`src/rtl/muldiv_unit_pkg.sv`:
```
// Shared types for the cessie multiply/divide unit: datapath width, bus
// types (bit 0 is the MSB), R-type funct codes and the FSM state encoding.
package types;

  localparam int unsigned WIDTH = 32;

  typedef logic [0:WIDTH-1]   bus_t;
  typedef logic [0:2*WIDTH-1] dbus_t;
  typedef logic [0:5]         funct;

  localparam funct F_MTHI  = 6'h11;
  localparam funct F_MTLO  = 6'h13;
  localparam funct F_MULT  = 6'h18;
  localparam funct F_MULTU = 6'h19;
  localparam funct F_DIV   = 6'h1A;
  localparam funct F_DIVU  = 6'h1B;

  typedef enum logic [1:0] {
    IDLE,
    RUN,
    FIX
  } muldiv_state_t;

endpackage

```
`src/rtl/muldiv_unit_step.sv`:
```
// One radix-2 iteration on the 2*WIDTH accumulator {upper, lower}.
//   div_i=0: shift-add multiply; lower holds the multiplier, b_i the
//            multiplicand, the carry of the add is shifted into the top.
//   div_i=1: restoring divide; lower holds the dividend bits being shifted
//            in and collects quotient bits, upper holds the partial remainder.
module muldiv_step #(
  parameter int unsigned WIDTH = 32
) (
  input  logic               div_i,
  input  logic [0:2*WIDTH-1] acc_i,
  input  logic [0:WIDTH-1]   b_i,
  output logic [0:2*WIDTH-1] acc_o
);

  logic [0:WIDTH-1] up;
  logic [0:WIDTH-1] low;
  logic [0:WIDTH]   sum;
  logic [0:WIDTH]   rem_sh;
  logic [0:WIDTH]   diff;

  assign up  = acc_i[0:WIDTH-1];
  assign low = acc_i[WIDTH:2*WIDTH-1];

  // Single iteration; the partial remainder stays below the divisor, so the
  // MSB of the trial difference is a clean borrow flag.
  always_comb begin
    sum    = {1'b0, up} + (low[WIDTH-1] ? {1'b0, b_i} : '0);
    rem_sh = {up, low[0]};
    diff   = rem_sh - {1'b0, b_i};
    if (div_i) begin
      if (!diff[0]) begin
        acc_o = {diff[1:WIDTH], low[1:WIDTH-1], 1'b1};
      end else begin
        acc_o = {rem_sh[1:WIDTH], low[1:WIDTH-1], 1'b0};
      end
    end else begin
      acc_o = {sum, low[0:WIDTH-2]};
    end
  end

endmodule

```
`src/rtl/muldiv_unit.sv`:
```
// Multi-cycle MULT/MULTU/DIV/DIVU unit with architectural HI/LO registers.
// Signed operations run on magnitudes; the sign is restored in FIX.
// Optional build macro MULDIV_FAST_MULT_EN: multiplies complete in one cycle
// using a native product, division stays iterative.
module muldiv_unit #(
  parameter int unsigned WIDTH = types::WIDTH
) (
  input  logic             clk,
  input  logic             rst_n,
  input  logic             start,
  input  types::funct      funct,
  input  logic [0:WIDTH-1] rs_val,
  input  logic [0:WIDTH-1] rt_val,
  input  logic             flush,
  output logic             busy,
  output logic             done,
  output logic             div_zero,
  output logic [0:WIDTH-1] hi,
  output logic [0:WIDTH-1] lo
);
  import types::*;

  localparam int unsigned CW = (WIDTH > 1) ? $clog2(WIDTH) : 1;
  localparam logic [CW-1:0] CNT_LAST = CW'(WIDTH - 1);

  muldiv_state_t      state_q;
  logic [0:2*WIDTH-1] acc_q;
  logic [0:2*WIDTH-1] acc_d;
  logic [0:WIDTH-1]   opb_q;
  logic [0:WIDTH-1]   rs_q;
  logic [0:WIDTH-1]   hi_q;
  logic [0:WIDTH-1]   lo_q;
  logic [CW-1:0]      cnt_q;
  logic               div_q;
  logic               q_neg_q;
  logic               r_neg_q;
  logic               dz_q;
  logic               busy_q;
  logic               done_q;
  logic               dz_out_q;

  logic               accept;
  logic               op_mult;
  logic               op_div;
  logic               op_signed;
  logic               a_neg;
  logic               b_neg;
  logic [0:WIDTH-1]   a_mag;
  logic [0:WIDTH-1]   b_mag;
  logic [0:2*WIDTH-1] prod;
  logic [0:WIDTH-1]   fix_hi;
  logic [0:WIDTH-1]   fix_lo;

  assign busy     = busy_q;
  assign done     = done_q;
  assign div_zero = dz_out_q;
  assign hi       = hi_q;
  assign lo       = lo_q;

  muldiv_step #(.WIDTH(WIDTH)) u_step (
    .div_i (div_q),
    .acc_i (acc_q),
    .b_i   (opb_q),
    .acc_o (acc_d)
  );

  // Request decode and operand magnitudes for the accept edge.
  always_comb begin
    accept    = start && !flush && (state_q == IDLE);
    op_mult   = (funct == F_MULT) || (funct == F_MULTU);
    op_div    = (funct == F_DIV)  || (funct == F_DIVU);
    op_signed = (funct == F_MULT) || (funct == F_DIV);
    a_neg     = op_signed && rs_val[0];
    b_neg     = op_signed && rt_val[0];
    a_mag     = a_neg ? -rs_val : rs_val;
    b_mag     = b_neg ? -rt_val : rt_val;
  end

  // Sign correction of the magnitude result; divide-by-zero overrides it.
  // The most-negative / -1 case needs nothing special: negating the
  // unsigned quotient 2^(WIDTH-1) yields the same bit pattern.
  always_comb begin
    prod = q_neg_q ? -acc_q : acc_q;
    if (dz_q) begin
      fix_hi = rs_q;
      fix_lo = '1;
    end else if (div_q) begin
      fix_lo = q_neg_q ? -acc_q[WIDTH:2*WIDTH-1] : acc_q[WIDTH:2*WIDTH-1];
      fix_hi = r_neg_q ? -acc_q[0:WIDTH-1]       : acc_q[0:WIDTH-1];
    end else begin
      fix_hi = prod[0:WIDTH-1];
      fix_lo = prod[WIDTH:2*WIDTH-1];
    end
  end

`ifdef MULDIV_FAST_MULT_EN
  logic [0:2*WIDTH-1] ext_a;
  logic [0:2*WIDTH-1] ext_b;
  logic [0:2*WIDTH-1] fast_prod;

  // Sign-extended operands give the correct 2*WIDTH product for both MULT
  // and MULTU from one unsigned multiply.
  always_comb begin
    ext_a     = {{WIDTH{op_signed & rs_val[0]}}, rs_val};
    ext_b     = {{WIDTH{op_signed & rt_val[0]}}, rt_val};
    fast_prod = ext_a * ext_b;
  end
`endif

  // Control FSM, iteration datapath and HI/LO architectural state.
  always_ff @(posedge clk or negedge rst_n) begin
    if (!rst_n) begin
      state_q  <= IDLE;
      acc_q    <= '0;
      opb_q    <= '0;
      rs_q     <= '0;
      hi_q     <= '0;
      lo_q     <= '0;
      cnt_q    <= '0;
      div_q    <= 1'b0;
      q_neg_q  <= 1'b0;
      r_neg_q  <= 1'b0;
      dz_q     <= 1'b0;
      busy_q   <= 1'b0;
      done_q   <= 1'b0;
      dz_out_q <= 1'b0;
    end else begin
      done_q   <= 1'b0;
      dz_out_q <= 1'b0;
      case (state_q)
        IDLE: begin
          if (accept) begin
            if (funct == F_MTHI) begin
              hi_q <= rs_val;
            end else if (funct == F_MTLO) begin
              lo_q <= rs_val;
`ifdef MULDIV_FAST_MULT_EN
            end else if (op_mult) begin
              hi_q   <= fast_prod[0:WIDTH-1];
              lo_q   <= fast_prod[WIDTH:2*WIDTH-1];
              done_q <= 1'b1;
`endif
            end else if (op_mult || op_div) begin
              state_q <= RUN;
              busy_q  <= 1'b1;
              cnt_q   <= CNT_LAST;
              div_q   <= op_div;
              opb_q   <= op_div ? b_mag : a_mag;
              acc_q   <= {{WIDTH{1'b0}}, (op_div ? a_mag : b_mag)};
              q_neg_q <= a_neg ^ b_neg;
              r_neg_q <= a_neg;
              dz_q    <= op_div && (rt_val == '0);
              rs_q    <= rs_val;
            end
          end
        end
        RUN: begin
          if (flush) begin
            state_q <= IDLE;
            busy_q  <= 1'b0;
          end else begin
            acc_q <= acc_d;
            if (cnt_q == '0) begin
              state_q <= FIX;
            end else begin
              cnt_q <= cnt_q - CW'(1);
            end
          end
        end
        FIX: begin
          state_q <= IDLE;
          busy_q  <= 1'b0;
          if (!flush) begin
            hi_q     <= fix_hi;
            lo_q     <= fix_lo;
            done_q   <= 1'b1;
            dz_out_q <= dz_q;
          end
        end
        default: begin
          state_q <= IDLE;
          busy_q  <= 1'b0;
        end
      endcase
    end
  end

endmodule

```
`config.mk`:
```
export PLATFORM = sky130hd
export DESIGN_NAME = muldiv_unit
export DESIGN_NICKNAME = d
export VERILOG_FILES = /design/src/rtl/muldiv_unit_pkg.sv /design/src/rtl/muldiv_unit_step.sv /design/src/rtl/muldiv_unit.sv
export SDC_FILE = /design/constraint.sdc
export NUM_CORES = 1
export LEC_CHECK = 0
export CORE_MARGIN = 3
export CORE_UTILIZATION = 40
export CTS_CLUSTER_SIZE = 12
export DETAILED_ROUTE_END_ITERATION = 8
export SLEW_MARGIN = 20
export SYNTH_ARGS = -nofsm -noshare
export SYNTH_HDL_FRONTEND = slang
export SYNTH_SLANG_ARGS = --single-unit
```
`constraint.sdc`:
```
create_clock -name clk -period 4.75 [get_ports clk]
set_clock_uncertainty 0.1 [all_clocks]
set_input_delay 0.95 -clock clk [delete_from_list [all_inputs] [get_ports clk]]
set_output_delay 0.95 -clock clk [all_outputs]
set_load 0.02 [all_outputs]
```
==> results.cfg <==
[worst_setup_path]
setup.worst_path.end_class = flip-flop
crit_required_ns = 5.10
critPathLaunchType = flip-flop
crit_type = reg -> reg
reg2reg_depth = 12
arrival_ns = 4.33
critPathMaxFanout = 5

[floorplan]
ios = 141
core-area_um2 = 41020
start_util = 0.4074
die-area_um2 = 44270
rows = 74
die_y_um = 210.4
die_w_um = 210.4

[logic_synthesis]
ys_warn_count = 0
synth_cells = 2160
synth_edf_count = 0
synthMuxAreaShare = 0.03916
synth_compound_area_frac = 0.2406
synthXorXnorAreaFrac = 0.08910
ys_ff_latch = 206
yosysSeqAreaShare = 0.3085
ys.flop_type = dfrtp_1
yosys-top-cells-area = dfrtp_1 31%, nand2_1 6.9%, o21ai_0 6.1%
syn_nets = 2306
yosys.area_share.simple = 0.2145
ys_types = 84
syn_avg_cell_area_um2 = 7.737
netlist.area_leader.share = 0.3085
async_flop_share = 1.000
yosys.area.top_type = dfrtp_1
synth-adder-area-share = 0.05481
syn_area_um2 = 16710
synth_top_family_by_area = compound AO/OA/AOI/OAI gates

[global_route]
grt-ovfl-total = 0
grt_pass1_vias = 16080
grt_start_max_net_pins = 87
grt_use_total = 0.2938
grt_pass1_wl_mm = 100.5
antenna_found_initial = 1

[pwr]
ir_drop_mv = 0.2752
pwr-share-clk = 0.252
switchingPower_uw = 3375
p_leak_uw = 0.008480
swShare = 0.4167
power_frac_seq = 0.316
pwr-share-comb = 0.432
power_density_nw_per_um2 = 413.0
p_int_uw = 4724

[routing]
drt-initial-drc-count = 1744
via_per_inst = 6.068
wl_per_cell_um = 23.99
dr.pass1.iters = 6
wirelength_mm = 67.40
drc = 0
final_antenna_net_count = 0
vias = 17050

[placement]
place_congestion = 0.9605
hpwlAfterDp_mm = 51.13
post-place-ws_ns = 0.4131
place.port_buffers = 140
dp.cells = 2766

[cts]
post-cts-setup-buffers = 0
htreeDepth = 1
clk_latency_ns = 0.56
cts_resized = 0
ctsHoldBuffers = 0
cts_buffers = 25
clk_pin_slew_ns = 0.06
cts_sinks = 206
cts_tree = built
cts_root_buffer = clkbuf_16
cts.path.max_buffers = 3

[cells_and_area]
area_delta_synth_final_pct = 17.36
drive_gt1_frac = 0.07068
nNetsFinal = 2407
nFillCells = 4111
fin_cells = 2810
antenna_cells = 0
postLayoutCoreUtil = 0.4781

[timing]
relSlewSlack = 0.2738
hold_viol = 0
fin_crit_ns = 3.982
timing.hold.ws_ns = 0.2977
setup_slack_ns = 0.7678
rsz0062_at_grt = false
final_max_slew_viol_count = 0
finalSetupTns_ns = 0
fmax_mhz = 251.1
fin_crit_sh = 0.8384
finalSetupViolations = 0
worst_pin_slew_ns = 1.089

[worst_hold_path]
holdCritPathClass = in -> async

[run]
drv_cap = 0

[outcome]
status = finished, final reports clean
## path summary, 6_finish.rpt
check / start / endpoint / slack [ns]
min in group clk: rs_q[0]$_DFFE_PN0P_ / rs_q[0]$_DFFE_PN0P_ / 0.38
worst min register to register: rs_q[0]$_DFFE_PN0P_ / rs_q[0]$_DFFE_PN0P_ / 0.38
worst min-delay path: rst_n / done$_DFF_PN0_ / 0.30
max in group asynchronous: rst_n / acc_q[25]$_DFFE_PN0P_ / 3.15
worst max register to register: acc_q[63]$_DFFE_PN0P_ / acc_q[1]$_DFFE_PN0P_ / 0.77
worst max-delay path: acc_q[63]$_DFFE_PN0P_ / acc_q[1]$_DFFE_PN0P_ / 0.77
## cell type report
| cell class | instances | area (um2) | area share |
|---|---|---|---|
| flip-flops and latches | 206 | 5157 | 0.2630 |
| well taps | 532 | 665.6 | 0.03394 |
| inverters | 64 | 240.2 | 0.01225 |
| multi-input cells | 1748 | 10700 | 0.5454 |
| clock buffers | 30 | 654.4 | 0.03337 |
| repair buffers | 216 | 2013 | 0.1027 |
| clock inverters | 14 | 185.2 | 0.009442 |
## cell usage in the layout, fill, tap and decap left out, types with 17 or more instances in the layout
cell type	count
nand2_1	307
nor2_1	208
o21ai_0	205
dfrtp_1	204
a21oi_1	174
clkdlybuf4s50_1	139
xnor2_1	95
xor2_1	75
buf_4	73
ha_1	70
inv_1	64
mux2i_1	62
nor3_1	48
nand3_1	44
a21o_1	40
o22ai_1	39
nor4_1	25
or3_1	25
o31ai_1	25
a31oi_1	25
clkbuf_16	25
a211oi_1	17
a22oi_1	17
## state kept, by name, indices dropped and copies added, names as in the netlist
register,cells
div_q,1
done,1
acc_q,64
div_zero,1
hi,32
busy,1
state_q,2
q_neg_q,1
cnt_q,5
r_neg_q,1
opb_q,32
lo,32
dz_q,1
rs_q,32
## critical path, cell delays in order (launching register included)
cell and delay [ns]:
dfrtp_1 0.38, inv_1 0.31, nor2_1 0.10, ha_1 0.37, o21ai_0 0.13, o21ai_0 0.34
nand3_1 0.22, a21oi_1 0.31, a31oi_1 0.23, a2111oi_1 0.88, or4_1 0.21, a21oi_1 0.07
a311oi_1 0.24
## cell usage after synthesis (5+ instances only)
cell	count
nand2_1	308
nor2_1	209
dfrtp_1	206
o21ai_0	205
a21oi_1	174
clkbuf_1	111
xnor2_1	95
xor2_1	75
ha_1	70
inv_1	64
mux2i_1	62
nor3_1	48
nand3_1	44
a21o_1	40
o22ai_1	39
a31oi_1	25
nor4_1	25
o31ai_1	25
or3_1	25
a211oi_1	17
a22oi_1	17
and2_1	17
and3_1	16
o211ai_1	16
nor2b_1	14
nand2b_1	13
nand4_1	13
o21a_1	13
o41ai_1	13
buf_1	10
or4_1	10
or2_2	9
o21ai_1	7
o221ai_1	7
a2111oi_0	6
a311oi_1	6
clkbuf_8	6
a211o_1	5
buf_2	5
o2111ai_1	5
or4_4	5
## power groups by stage
stage / Sequential (uW) / Clock, uW / Combinational, uW
floorplan: 2510 / 0 / 2230
global placement: 2560 / 0 / 3410
detailed placement: 2570 / 0 / 3430
CTS: 2540 / 2060 / 3450
finish: 2560 / 2040 / 3500
global route: 2590 / 2120 / 3820
## kinds of logic (layout without fill, tap and decap cells)
| kind of cell | Yosys count | after routing |
|---|---|---|
| flip-flops | 206 | 206 |
| AND/OR/NAND/NOR | 782 | 782 |
| AO/OA/AOI/OAI | 659 | 659 |
| buffers and inverters | 206 | 324 |
| adder cells (fa/ha/maj) | 72 | 72 |
| multiplexers | 65 | 65 |
| XOR/XNOR | 170 | 170 |
## metal layers
metal / part of all wire / GRT usage / vias to the layer above / routed length, um
met5: 0 / 0 / - / 0
met4: 0.045 / 0.1215 / 0 / 3053
met3: 0.086 / 0.04673 / 128 / 5817
met2: 0.43 / 0.4492 / 823 / 29090
met1: 0.44 / 0.4156 / 8191 / 29440
li1: - / - / 7910 / -
## stage by stage
step	power (uW)	cell area, um2
2_1_floorplan	4741	16710
3_3_place_gp	5968	18770
3_5_place_dp	5994	18770
4_1_cts	8050	19610
5_1_grt	8538	19610
6_report	8099	19610
Power figures use the tool's default switching activity.
